### src/rtl/uart_receiver_if.sv
// Consumer-side bundle of the UART receiver: received byte, ready/ack
// handshake, error flags, busy indication and an FSM state view.
//
// Handshake: data_ready is high while data_out holds an unread byte. The
// consumer raises rd_ack for a clk edge to take the byte. That edge clears
// data_ready and overrun. rd_ack has no effect while data_ready is low. If a
// new byte lands on the same edge as rd_ack, the new byte is loaded and
// data_ready stays high.
interface uart_receiver_if;
  logic [7:0] data_out;
  logic       data_ready;
  logic       rd_ack;
  logic       frame_err;
  logic       overrun;
  logic       busy;
  logic [1:0] fsm_state;

  // Receiver side drives the byte and status and listens to the ack
  modport master (
    output data_out, data_ready, frame_err, overrun, busy, fsm_state,
    input  rd_ack
  );

  // Consumer side reads the byte and status and drives the ack
  modport slave (
    input  data_out, data_ready, frame_err, overrun, busy, fsm_state,
    output rd_ack
  );
endinterface

### src/rtl/uart_receiver.sv
// RS232 8N1 receiver. The block synchronises rx and oversamples each bit 16x.
// It confirms the start bit at its mid-point and then samples every data bit
// and the stop bit at their mid-points. Completed bytes go into a one-deep
// holding register read through a ready/ack handshake. The block reports
// framing errors as a one-clk pulse and overruns as a sticky flag.
module uart_receiver #(
  parameter int CLK_FREQ   = 100_000_000,
  parameter int BAUD       = 115200,
  parameter int OVERSAMPLE = 16
) (
  input  logic             clk,
  input  logic             rst,
  input  logic             rx,
  uart_receiver_if.master  bus
);

  localparam int TICK_DIV = CLK_FREQ / (BAUD * OVERSAMPLE);
  localparam int TW       = (TICK_DIV > 1) ? $clog2(TICK_DIV) : 1;
  localparam int SW       = (OVERSAMPLE > 1) ? $clog2(OVERSAMPLE) : 1;
  localparam logic [TW-1:0] TICK_LAST = TW'(TICK_DIV - 1);
  localparam logic [SW-1:0] SAMP_MID  = SW'(OVERSAMPLE / 2 - 1);
  localparam logic [SW-1:0] SAMP_LAST = SW'(OVERSAMPLE - 1);

  typedef enum logic [1:0] {
    IDLE  = 2'd0,
    START = 2'd1,
    DATA  = 2'd2,
    STOP  = 2'd3
  } state_t;

  state_t        state, state_next;
  logic          sync1, rx_s, prev_rx;
  logic          start_edge;
  logic [TW-1:0] tick_cnt;
  logic          tick;
  logic [SW-1:0] samp;
  logic [2:0]    bit_idx;
  logic [7:0]    shreg;
  logic [7:0]    data_out_q;
  logic          data_ready_q;
  logic          frame_err_q;
  logic          overrun_q;
  logic          busy_q;

  // FSM strobes to the datapath
  logic samp_clr, samp_inc, bit_clr, bit_inc, shift_en;
  logic load, ovr_set, ferr_set;

  assign start_edge = prev_rx & ~rx_s;
  assign tick       = (tick_cnt == TICK_LAST);

  // Two-flop synchroniser plus edge-detect history, all resetting to idle-high
  always_ff @(posedge clk or negedge rst) begin
    if (!rst) begin
      sync1   <= 1'b1;
      rx_s    <= 1'b1;
      prev_rx <= 1'b1;
    end else begin
      sync1   <= rx;
      rx_s    <= sync1;
      prev_rx <= rx_s;
    end
  end

  // Tick divider is held at 0 while idle so it stays phase-locked to the start edge
  always_ff @(posedge clk or negedge rst) begin
    if (!rst) begin
      tick_cnt <= '0;
    end else if (state == IDLE || tick) begin
      tick_cnt <= '0;
    end else begin
      tick_cnt <= tick_cnt + 1'b1;
    end
  end

  // FSM state register
  always_ff @(posedge clk or negedge rst) begin
    if (!rst) begin
      state <= IDLE;
    end else begin
      state <= state_next;
    end
  end

  // FSM next-state and datapath strobes
  always_comb begin
    state_next = state;
    samp_clr   = 1'b0;
    samp_inc   = 1'b0;
    bit_clr    = 1'b0;
    bit_inc    = 1'b0;
    shift_en   = 1'b0;
    load       = 1'b0;
    ovr_set    = 1'b0;
    ferr_set   = 1'b0;
    case (state)
      IDLE: begin
        // Only a 1->0 transition starts a frame, so a held-low break cannot retrigger
        if (start_edge) begin
          state_next = START;
          samp_clr   = 1'b1;
        end
      end
      START: begin
        if (tick) begin
          if (samp == SAMP_MID) begin
            if (rx_s) begin
              state_next = IDLE;
            end else begin
              state_next = DATA;
              samp_clr   = 1'b1;
              bit_clr    = 1'b1;
            end
          end else begin
            samp_inc = 1'b1;
          end
        end
      end
      DATA: begin
        if (tick) begin
          if (samp == SAMP_LAST) begin
            shift_en = 1'b1;
            samp_clr = 1'b1;
            if (bit_idx == 3'd7) begin
              state_next = STOP;
            end else begin
              bit_inc = 1'b1;
            end
          end else begin
            samp_inc = 1'b1;
          end
        end
      end
      STOP: begin
        if (tick) begin
          if (samp == SAMP_LAST) begin
            // Leave at mid stop bit so a following start edge is not missed
            state_next = IDLE;
            samp_clr   = 1'b1;
            if (rx_s) begin
              if (!data_ready_q || bus.rd_ack) begin
                load = 1'b1;
              end else begin
                ovr_set = 1'b1;
              end
            end else begin
              ferr_set = 1'b1;
            end
          end else begin
            samp_inc = 1'b1;
          end
        end
      end
      default: state_next = IDLE;
    endcase
  end

  // Sample counter, bit index and LSB-first shift register
  always_ff @(posedge clk or negedge rst) begin
    if (!rst) begin
      samp    <= '0;
      bit_idx <= '0;
      shreg   <= '0;
    end else begin
      if (samp_clr) begin
        samp <= '0;
      end else if (samp_inc) begin
        samp <= samp + 1'b1;
      end
      if (bit_clr) begin
        bit_idx <= '0;
      end else if (bit_inc) begin
        bit_idx <= bit_idx + 1'b1;
      end
      if (shift_en) begin
        shreg <= {rx_s, shreg[7:1]};
      end
    end
  end

  // Holding register, handshake and error flags; a load overrides an ack on the same edge
  always_ff @(posedge clk or negedge rst) begin
    if (!rst) begin
      data_out_q   <= '0;
      data_ready_q <= 1'b0;
      frame_err_q  <= 1'b0;
      overrun_q    <= 1'b0;
      busy_q       <= 1'b0;
    end else begin
      frame_err_q <= ferr_set;
      busy_q      <= (state_next != IDLE);
      if (bus.rd_ack && data_ready_q) begin
        data_ready_q <= 1'b0;
        overrun_q    <= 1'b0;
      end
      if (load) begin
        data_out_q   <= shreg;
        data_ready_q <= 1'b1;
      end
      if (ovr_set) begin
        overrun_q <= 1'b1;
      end
    end
  end

  assign bus.data_out   = data_out_q;
  assign bus.data_ready = data_ready_q;
  assign bus.frame_err  = frame_err_q;
  assign bus.overrun    = overrun_q;
  assign bus.busy       = busy_q;
  assign bus.fsm_state  = state;

endmodule

### src/flat_wrapper.sv
// flat-port wrapper written by rule: the top's interface ports become plain ports
module uart_receiver_flat 
#(
  parameter int CLK_FREQ   = 100_000_000,
  parameter int BAUD       = 115200,
  parameter int OVERSAMPLE = 16
)
  (clk, rst, rx, bus_data_out, bus_data_ready, bus_frame_err, bus_overrun, bus_busy, bus_fsm_state, bus_rd_ack);
  uart_receiver_if bus_i ();
  input  logic clk;
  input  logic rst;
  input  logic rx;
  output wire logic [$bits(bus_i.data_out)-1:0] bus_data_out;
  output wire logic [$bits(bus_i.data_ready)-1:0] bus_data_ready;
  output wire logic [$bits(bus_i.frame_err)-1:0] bus_frame_err;
  output wire logic [$bits(bus_i.overrun)-1:0] bus_overrun;
  output wire logic [$bits(bus_i.busy)-1:0] bus_busy;
  output wire logic [$bits(bus_i.fsm_state)-1:0] bus_fsm_state;
  input wire logic [$bits(bus_i.rd_ack)-1:0] bus_rd_ack;
  assign bus_data_out = bus_i.data_out;
  assign bus_data_ready = bus_i.data_ready;
  assign bus_frame_err = bus_i.frame_err;
  assign bus_overrun = bus_i.overrun;
  assign bus_busy = bus_i.busy;
  assign bus_fsm_state = bus_i.fsm_state;
  assign bus_i.rd_ack = bus_rd_ack;
  uart_receiver #(.CLK_FREQ(CLK_FREQ), .BAUD(BAUD), .OVERSAMPLE(OVERSAMPLE)) u_core (.clk(clk), .rst(rst), .rx(rx), .bus(bus_i));
endmodule
### config.mk
export PLATFORM = sky130hd
export DESIGN_NAME = uart_receiver_flat
export DESIGN_NICKNAME = d
export VERILOG_FILES = /design/src/rtl/uart_receiver_if.sv /design/src/rtl/uart_receiver.sv /design/src/flat_wrapper.sv
export SDC_FILE = /design/constraint.sdc
export NUM_CORES = 1
export LEC_CHECK = 0
export ABC_AREA = 0
export ABC_CLOCK_PERIOD_IN_PS = 2000
export BUFFER_PORTS_ARGS = -buffer_cell sky130_fd_sc_hd__buf_4
export CORE_UTILIZATION = 25
export CTS_CLUSTER_DIAMETER = 80
export DETAILED_ROUTE_END_ITERATION = 7
export PLACE_DENSITY_LB_ADDON = 0.15
export RECOVER_POWER = 100
export SYNTH_ARGS = -nofsm -noshare
export SYNTH_HDL_FRONTEND = slang
export SYNTH_SLANG_ARGS = --single-unit
### constraint.sdc
create_clock -name clk -period 2 [get_ports clk]
set_clock_uncertainty 0.1 [all_clocks]
set_input_delay 0.4 -clock clk [delete_from_list [all_inputs] [get_ports clk]]
set_output_delay 0.4 -clock clk [all_outputs]
set_load 0.02 [all_outputs]
==> flow_summary_export.csv, run 1 <==
group,metric,value,unit
outcome,status,"complete, but fails checks",
outcome,failed_checks,"design-rule violations",
floorplanning,die-height,84.4,um
route,via_per_inst,4.71,
cells_and_area,final_core_util,0.312,
hold_path,min_path_cells,1,
power_and_ir_drop,vdd_drop_max,0.000255,V
critical_path,r2r_end,"u_core.shreg[4]",
synth,synth-seq-area-share,0.562,
global_routing,grt_pass1_wl,5.84,mm
floorplanning,core_area,6460,sq um
synth,ys.warnings.count,0,
power_and_ir_drop,p_comb_frac,0.142,
global_routing,grt_pass1_vias,1224,
route,wl_per_cell,13.8,um
place,place_inst,231,
critical_path,cp.arrival,1990,ps
clocking,clockRootBuffer,"clkbuf_8",
critical_path,critPathLaunchType,"register",
route,drc_errors,1,
route,vias,1141,
cells_and_area,layout-drive-gt1-share,0.279,
timing,tightestPinTransition,951,ps
synth,synthArstFlopShare,1.00,
floorplanning,dieArea,7130,sq um
job,maxCapViolations,0,
clocking,path_clk_slew,70,ps
timing,min_period,1910,ps
global_routing,grt_usage,0.107,
critical_path,path_cells,"inv_1 -> ha_1 -> and4_4 -> nand4_1 -> nor2_4 -> buf_12 -> mux2_2",
timing,finalHoldViolations,0,
clocking,cts_tree,"built",
floorplanning,die_x,84.4,um
cells_and_area,fillers,664,
global_routing,antenna_found_initial,0,
place,hpwl,2.42,mm
route,ant_nets,0,
floorplanning,initial_core_util,0.263,
power_and_ir_drop,pwr_density_cell,862,nW/um^2
critical_path,r2r_slack,90,ps
cells_and_area,nNetsFinal,173,
synth,synth_ff_type,"dfrtp_1",
cells_and_area,stdcell_count,242,
power_and_ir_drop,p_sw_frac,0.284,
power_and_ir_drop,p_clk_frac,0.317,
clocking,cts_buffers,5,
power_and_ir_drop,p_sw,0.000492,W
critical_path,end_kind,"register",
critical_path,crit_fanout,8,
cells_and_area,final_cell_mix,"dfrtp_1, mux2_2, clkbuf_1",
critical_path,required,2080,ps
synth,synth_edf_count,0,
timing,final_max_slew_viol_count,0,
synth,syn_area,1700,sq um
route,drt_iter0_drc,68,
critical_path,crit_path_max_incr_delay,400,ps
synth,synth_fp_nets,145,
cells_and_area,syn_to_final_growth,18.5,%
place,port_buffers,17,
hold_path,hp-start,"rx",
global_routing,gr-total-overflow,0,
critical_path,cpMaxStageDelayCell,"dfrtp_1",
critical_path,path_class,"reg -> reg",
cells_and_area,final_common_cell,"dfrtp_1",
timing,max_freq,524,MHz
route,drt_first_pass_iters,6,
route,wirelength,3.33,mm
synth,ys_ff_latch,38,
power_and_ir_drop,p_seq_frac,0.541,
critical_path,r2r_start,"u_core.tick_cnt[1]",
synth,synth_area_per_cell,12.5,sq um
critical_path,reg2reg_depth,7,
clocking,insertion_delay,290,ps
hold_path,min_to,"u_core.sync1",
timing,finalSetupViolCount,0,
global_routing,grt_max_degree,39,
timing,slew_headroom,0.366,
synth,syn-instance-count,136,
clocking,cts_sinks,38,
synth,ys_types,40,
hold_path,hold_path_class,"in -> reg",
timing,fin_crit_sh,0.954,
power_and_ir_drop,p_leak,0.916,nW
clocking,cts_buffer_depth,2,
clocking,cts_max_level,2,
floorplanning,pin_count,18,
place,gp_congestion,0.731,
cells_and_area,diodes,0,
floorplanning,rows,29,
power_and_ir_drop,p_int,0.00124,W
[metal layers]
metal | global-route usage | part of all wire | vias up
met1 | 0.126 | 0.47 | 578
met3 | 0.0324 | 0.036 | 5
met5 | 0 | 0 | -
li1 | - | - | 543
met4 | 0.0462 | 0.017 | 0
met2 | 0.182 | 0.48 | 15
[through the flow]
stage / worst slack, ps / total power, W / area (sq um) / setup TNS, ps / hold WS (ps)
2_1_floorplan: 231 / 0.00112 / 1700 / 0 / 4.41
3_3_place_gp: 78.2 / 0.00119 / 1930 / 0 / 246
3_5_place_dp: 49.7 / 0.00120 / 1930 / 0 / 248
4_1_cts: 39.2 / 0.00177 / 2040 / 0 / 102
5_1_grt: -7.79 / 0.00186 / 2010 / -13.5 / 96.2
6_report: 91.3 / 0.00173 / 2010 / 0 / 114
[how the worst max path moves through the flow]
stage	from	to	depth (start not counted)
2_1_floorplan	u_core.tick_cnt[1]	u_core.shreg[0]	6
3_3_place_gp	u_core.tick_cnt[1]	u_core.shreg[4]	6
3_5_place_dp	u_core.tick_cnt[1]	u_core.shreg[4]	6
4_1_cts	u_core.tick_cnt[1]	u_core.shreg[4]	6
5_1_grt	u_core.tick_cnt[1]	u_core.shreg[3]	7
6_report	u_core.tick_cnt[1]	u_core.shreg[4]	7
[cells in the mapped netlist, types with 3 or more instances]
library cell	instances	area, sq um
a21oi_1	6	30.0
dfrtp_1	35	876
dfstp_2	3	78.8
ha_1	5	62.6
inv_1	4	15.0
mux2_2	16	180
nand3_1	6	30.0
nand4_1	3	18.8
nor2_1	12	45.0
o21ai_0	6	30.0
xnor2_1	3	26.3
[logic make-up after synthesis]
logic type | count (synthesis) | share of synthesized area
multiplexers | 18 | 0.118
XOR/XNOR | 5 | 0.0258
buffers and inverters | 6 | 0.0162
AND/OR/NAND/NOR | 44 | 0.162
flip-flops | 38 | 0.562
adder cells (fa/ha/maj) | 5 | 0.0368
AO/OA/AOI/OAI | 20 | 0.0789
[sequential cells by signal, indices dropped and copies added (netlist names), 2 cells and up]
register,count
u_core.tick_cnt,6
u_core.bit_idx,3
u_core.bus.fsm_state,2
u_core.bus.data_out,8
u_core.samp,4
u_core.shreg,8
[area by class of cell]
type                       count  area, sq um  share of cell area
sequential                    38          955               0.475
multi-input combinational     92          718               0.357
timing repair buffer          23          133              0.0659
tap                           77         96.3              0.0479
clock buffer                   6         82.6              0.0410
inverter                       4         15.0             0.00746
clock inverter                 2         12.5             0.00622
[worst max-delay path: cells and delay by family (launching register included)]
kind,cells,cell delay (ps)
adder cells (fa/ha/maj),1,150
buffers and inverters,2,200
flip-flops,1,400
multiplexers,1,330
AND/OR/NAND/NOR,3,610
[power by group through the flow]
stage,registers (W),clock network (W),logic [W]
after detailed placement,0.000955,0,0.000246
after global placement,0.000951,0,0.000238
after CTS,0.000939,0.000576,0.000251
after global routing,0.000953,0.000620,0.000292
final,0.000938,0.000549,0.000247
after floorplan,0.000936,0,0.000185
[timing repair]
item / in CTS / in global routing
setup buffers: 0 / 2
hold endpoints to repair: 35 / 0
gates resized for setup: 0 / 2
setup endpoints to repair: 0 / 8
hold buffers: 1 / 0
No activity file was read; power rests on OpenSTA's default activity.
==> inputs of run 2 (changes only) <==
ABC_AREA = 1   (was 0)
==> flow_summary_export.csv, run 2 <==
group,metric,value,unit
outcome,status,"finished, final reports clean",
synth,synth.largest_area_cell,"dfrtp_1",
timing,max_freq,556,MHz
synth,synth_fp_nets,211,
synth,synth_edf_count,0,
synth,syn_area,1810,sq um
clocking,cts_tree,"built",
job,maxCapViolations,0,
clocking,cts_buffers,5,
cells_and_area,syn_to_final_growth,13.0,%
route,wirelength,3.49,mm
cells_and_area,fin_area,2040,sq um
synth,synth_area_leaders,"dfrtp_1, nand2_1, o21ai_2, inv_1, nor2_1",
timing,slew_headroom,0.346,
timing,finalHoldViolations,0,
synth,synth_top_area_share,0.484,
power_and_ir_drop,pwr_density_cell,862,nW/um^2
floorplanning,pin_count,18,
global_routing,grt_usage,0.109,
hold_path,hold_path_class,"in -> reg",
cells_and_area,fillers,792,
global_routing,grt_pass1_wl,6.14,mm
critical_path,required,2070,ps
cells_and_area,final_common_cell,"nand2_1",
clocking,cts_sinks,38,
timing,fin_crit_sh,0.899,
timing,final_max_slew_viol_count,0,
route,drt_iter0_drc,104,
cells_and_area,layout-drive-gt1-share,0.110,
synth,yosys-top-cells-count,"nand2_1, dfrtp_1, inv_1",
place,place_area,2050,sq um
synth,synthArstFlopShare,1.00,
global_routing,grt_pass1_vias,1202,
critical_path,crit_fanout,17,
clocking,postCtsSetupBuffers,0,
timing,tightestPinTransition,980,ps
floorplanning,core_area,6910,sq um
cells_and_area,final_cell_mix,"nand2_1, dfrtp_1, inv_1",
floorplanning,die-height,87.1,um
clocking,cts_buffer_depth,2,
power_and_ir_drop,vdd_drop_max,0.000250,V
synth,synth-seq-area-share,0.528,
clocking,clockRootBuffer,"clkbuf_8",
cells_and_area,diodes,0,
place,dp_slack,221,ps
synth,synth_area_per_cell,8.96,sq um
clocking,cts_max_level,2,
route,drt_first_pass_iters,4,
floorplanning,rows,30,
floorplanning,initial_core_util,0.262,
floorplanning,die_x,87.1,um
route,vias,1332,
synth,ys_ff_latch,38,
synth,synth_most_common_cell,"nand2_1",
global_routing,grt_max_degree,39,
place,hpwl,2.38,mm
critical_path,reg2reg_depth,7,
synth,ys_types,23,
route,wl_per_cell,10.8,um
synth,ys.warnings.count,0,
timing,finalSetupViolCount,0,
timing,min_period,1800,ps
place,port_buffers,17,
timing,setup_slack,202,ps
route,via_per_inst,4.11,
global_routing,gr-total-overflow,0,
floorplanning,dieArea,7580,sq um
synth,synth_ff_type,"dfrtp_1",
cells_and_area,nNetsFinal,236,
critical_path,path_class,"reg -> reg",
route,drc_errors,0,
power_and_ir_drop,p_leak,0.960,nW
route,ant_nets,0,
critical_path,end_kind,"register",
critical_path,critPathLaunchType,"register",
clocking,insertion_delay,300,ps
place,gp_congestion,0.763,
clocking,path_clk_slew,80,ps
timing,rsz0062_at_grt,"false",
timing,fin_tns_setup,0,ps
hold_path,min_path_cells,1,
global_routing,antenna_found_initial,0,
critical_path,cp.arrival,1870,ps
synth,syn-instance-count,202,
==> run 2: cell count changes after synthesis, sizes merged, moves of 3 or more <==
cell	delta
inv	+24
nor3	+3
nand2	+52
or4	-3
o21ai	+9
nor2	+12
nand3	+7
a21oi	-4
mux2	-16
xnor2	-3
==> run 2: through the flow <==
stage	hold WS (ps)	total power (W)	cells	utilization
after floorplan	4.41	0.00114	202	-
after global placement	246	0.00121	315	0.297
after detailed placement	248	0.00121	315	0.297
after CTS	98.8	0.00179	324	0.312
after global routing	88.8	0.00189	324	0.296
final	108	0.00176	324	0.296
==> run 2: cell families (layout without fill, tap and decap cells) <==
group	after synthesis	in the layout	share of synthesized area
buffers and inverters	30	56	0.0705
AO/OA/AOI/OAI	20	20	0.0927
XOR/XNOR	1	1	0.00484
adder cells (fa/ha/maj)	5	5	0.0346
flip-flops	38	38	0.528
AND/OR/NAND/NOR	108	108	0.270
==> run 2: layout make-up <==
type / instances / area (sq um) / share of cell area
sequential: 38 / 955 / 0.467
multi-input combinational: 134 / 672 / 0.329
tap: 96 / 120 / 0.0588
inverter: 28 / 105 / 0.0514
timing repair buffer: 20 / 97.6 / 0.0477
clock buffer: 6 / 82.6 / 0.0404
clock inverter: 2 / 12.5 / 0.00612
==> run 2: critical path: stages (launching register included) <==
cell	delay (ps)
dfrtp_1	390
ha_1	250
nand3_1	220
nor3_1	230
nand3b_2	90
clkbuf_4	230
nand2_1	80
o21ai_0	80
==> run 2: path summary, 6_finish.rpt <==
| kind | slack [ps] | start | to |
|---|---|---|---|
| max reg2reg | 200 | u_core.samp[1] | u_core.bus.data_out[6] |
| max | 200 | u_core.samp[1] | u_core.bus.data_out[6] |
| min in group asynchronous | 680 | rst | u_core.samp[0] |
| min | 110 | rx | u_core.sync1 |
| max in group asynchronous | 500 | rst | u_core.bit_idx[1] |
| min reg2reg | 270 | u_core.sync1 | u_core.rx_s |
==> run 2: per-layer routing <==
metal / GRT usage / vias up / routed length (um)
met5: 0 / - / 0
li1: - / 686 / -
met3: 0.0341 / 7 / 142
met1: 0.147 / 613 / 1720
met4: 0.0500 / 0 / 67
met2: 0.160 / 26 / 1560
==> run 2: timing repair <==
item                                    4_1_cts  5_1_grt
endpoints found under the hold margin        26        0
resized for setup                             0        1
hold buffers                                  1        0
endpoints found under the setup margin        0        1
==> run 2: power breakdown <==
group	leakage [nW]	switching, W	internal [W]
clock	0.0472	0.000292	0.000277
sequential	0.494	0.0000761	0.000854
combinational	0.418	0.000155	0.000107
total	0.960	0.000523	0.00124
==> inputs of run 3 (changes only) <==
BUFFER_PORTS_ARGS = not set   (was -buffer_cell sky130_fd_sc_hd__buf_4)
DONT_BUFFER_PORTS = 1   (was not set)
==> flow_summary_export.csv, run 3 (same netlist as run 2, synthesis figures left out) <==
group,metric,value,unit
global_routing,grt_pass1_wl,5.75,mm
critical_path,crit_path_max_incr_delay,370,ps
timing,finalSetupViolCount,0,
critical_path,path_class,"reg -> reg",
place,dp_slack,171,ps
global_routing,gr-total-overflow,0,
clocking,cts_buffers,5,
clocking,cts_tree,"built",
hold_path,min_path_cells,3,
cells_and_area,fillers,796,
outcome,status,"finished, final reports clean",
critical_path,critPathLaunchType,"register",
hold_path,hp-start,"bus_rd_ack",
clocking,postCtsSetupBuffers,0,
critical_path,path_buf_inv,1,
clocking,insertion_delay,290,ps
timing,finalHoldViolations,0,
job,maxCapViolations,0,
route,drc_errors,0,
timing,setup_slack,257,ps
global_routing,grt_pass1_vias,1153,
clocking,cts_max_level,2,
critical_path,critPathTopFamily,"simple AND/OR/NAND/NOR gates",
place,port_buffers,0,
timing,slew_headroom,0.355,
clocking,cts_buffer_depth,2,
clocking,clockRootBuffer,"clkbuf_8",
floorplanning,core_area,6910,sq um
route,vias,1268,
route,drt_first_pass_iters,4,
floorplanning,dieArea,7580,sq um
critical_path,r2r_end,"u_core.bit_idx[1]",
cells_and_area,layout-drive-gt1-share,0.112,
floorplanning,rows,30,
hold_path,hold_path_class,"in -> reg",
cells_and_area,stdcell_count,310,
power_and_ir_drop,p_leak,0.974,nW
floorplanning,pin_count,18,
global_routing,grt_usage,0.102,
global_routing,grt_max_degree,39,
critical_path,reg2reg_depth,8,
cells_and_area,final_cell_mix,"nand2_1, dfrtp_1, inv_1",
place,place_inst,299,
timing,max_freq,574,MHz
critical_path,crit_fanout,7,
critical_path,required,2070,ps
place,gp_congestion,0.769,
place,place_area,1930,sq um
route,drt_iter0_drc,47,
power_and_ir_drop,p_comb_frac,0.130,
power_and_ir_drop,p_int,0.00146,W
route,wirelength,3.44,mm
clocking,cts_sinks,38,
critical_path,r2r_start,"u_core.samp[0]",
critical_path,path_cells,"ha_1 -> nand2_1 -> nor3_1 -> nand3_1 -> nand2_1 -> inv_1 -> nand2_1 -> nand2_1",
global_routing,antenna_found_initial,0,
cells_and_area,syn_to_final_growth,12.4,%
clocking,path_clk_slew,80,ps
timing,fin_tns_setup,0,ps
floorplanning,initial_core_util,0.262,
place,hpwl,2.40,mm
power_and_ir_drop,p_clk_frac,0.398,
cells_and_area,final_common_cell,"nand2_1",
route,via_per_inst,4.09,
power_and_ir_drop,p_sw,0.000512,W
critical_path,r2r_slack,260,ps
power_and_ir_drop,pwr_density_cell,970,nW/um^2
timing,tightestPinTransition,968,ps
route,ant_nets,0,
timing,min_period,1740,ps
cells_and_area,fin_area,2030,sq um
cells_and_area,nNetsFinal,222,
hold_path,min_to,"u_core.bus.data_ready",
floorplanning,die_x,87.1,um
critical_path,cp.arrival,1820,ps
timing,rsz0062_at_grt,"false",
cells_and_area,diodes,0,
critical_path,cpMaxStageDelayCell,"dfrtp_1",
power_and_ir_drop,vdd_drop_max,0.000413,V
critical_path,end_kind,"register",
power_and_ir_drop,p_sw_frac,0.260,
power_and_ir_drop,p_seq_frac,0.472,
timing,final_max_slew_viol_count,0,
floorplanning,die-height,87.1,um
route,wl_per_cell,11.1,um
critical_path,cpMostUsedCell,"nand2_1",
timing,fin_crit_sh,0.871,
-- run 3: worst min-delay path, delay by kind of cell --
family        cells  cell delay, ps
simple gates      2              90
buf+inv           1              70
-- run 3: layout make-up --
cell class	count	area, sq um	share of cell area
sequential	38	955	0.470
multi-input combinational	134	674	0.332
clock buffer	5	68.8	0.0338
tap	96	120	0.0591
inverter	28	105	0.0517
clock inverter	3	68.8	0.0338
timing repair buffer	6	41.3	0.0203
-- run 3: per-layer routing --
layer  GRT usage  vias up  wire [um]
met3      0.0332        5        129
li1            -      658          -
met2       0.157       16       1570
met5           0        -          0
met1       0.135      589       1700
met4      0.0364        0         43
-- run 3: power groups by stage --
stage | Sequential [W] | Clock (W) | Combinational (W)
2_1_floorplan | 0.000927 | 0 | 0.000209
3_3_place_gp | 0.000945 | 0 | 0.000246
3_5_place_dp | 0.000946 | 0 | 0.000245
4_1_cts | 0.000930 | 0.000821 | 0.000270
5_1_grt | 0.000947 | 0.000847 | 0.000322
6_report | 0.000930 | 0.000785 | 0.000256
-- run 3: what timing repair did --
action,CTS,global route
hold buffers,3,0
hold endpoints to repair,39,0
gates resized for setup,0,1
setup endpoints to repair,0,8
-- run 3: worst max path at each step --
stage	start	end	slack, ps	cells past startpoint
2_1_floorplan	u_core.tick_cnt[1]	u_core.shreg[5]	430	10
3_3_place_gp	u_core.tick_cnt[1]	u_core.shreg[1]	190	9
3_5_place_dp	u_core.tick_cnt[1]	u_core.shreg[7]	170	9
4_1_cts	u_core.tick_cnt[1]	u_core.shreg[5]	170	9
5_1_grt	u_core.tick_cnt[1]	u_core.shreg[1]	50	9
6_report	u_core.samp[0]	u_core.bit_idx[1]	260	8
-- run 3: stage by stage --
| stage | utilization | total power, W | hold slack, ps |
|---|---|---|---|
| detailed placement | 0.279 | 0.00119 | 5.83 |
| finish | 0.294 | 0.00197 | 205 |
| global route | 0.294 | 0.00212 | 216 |
| CTS | 0.305 | 0.00202 | 197 |
| floorplan | - | 0.00114 | 4.41 |
| global placement | 0.279 | 0.00119 | 5.70 |
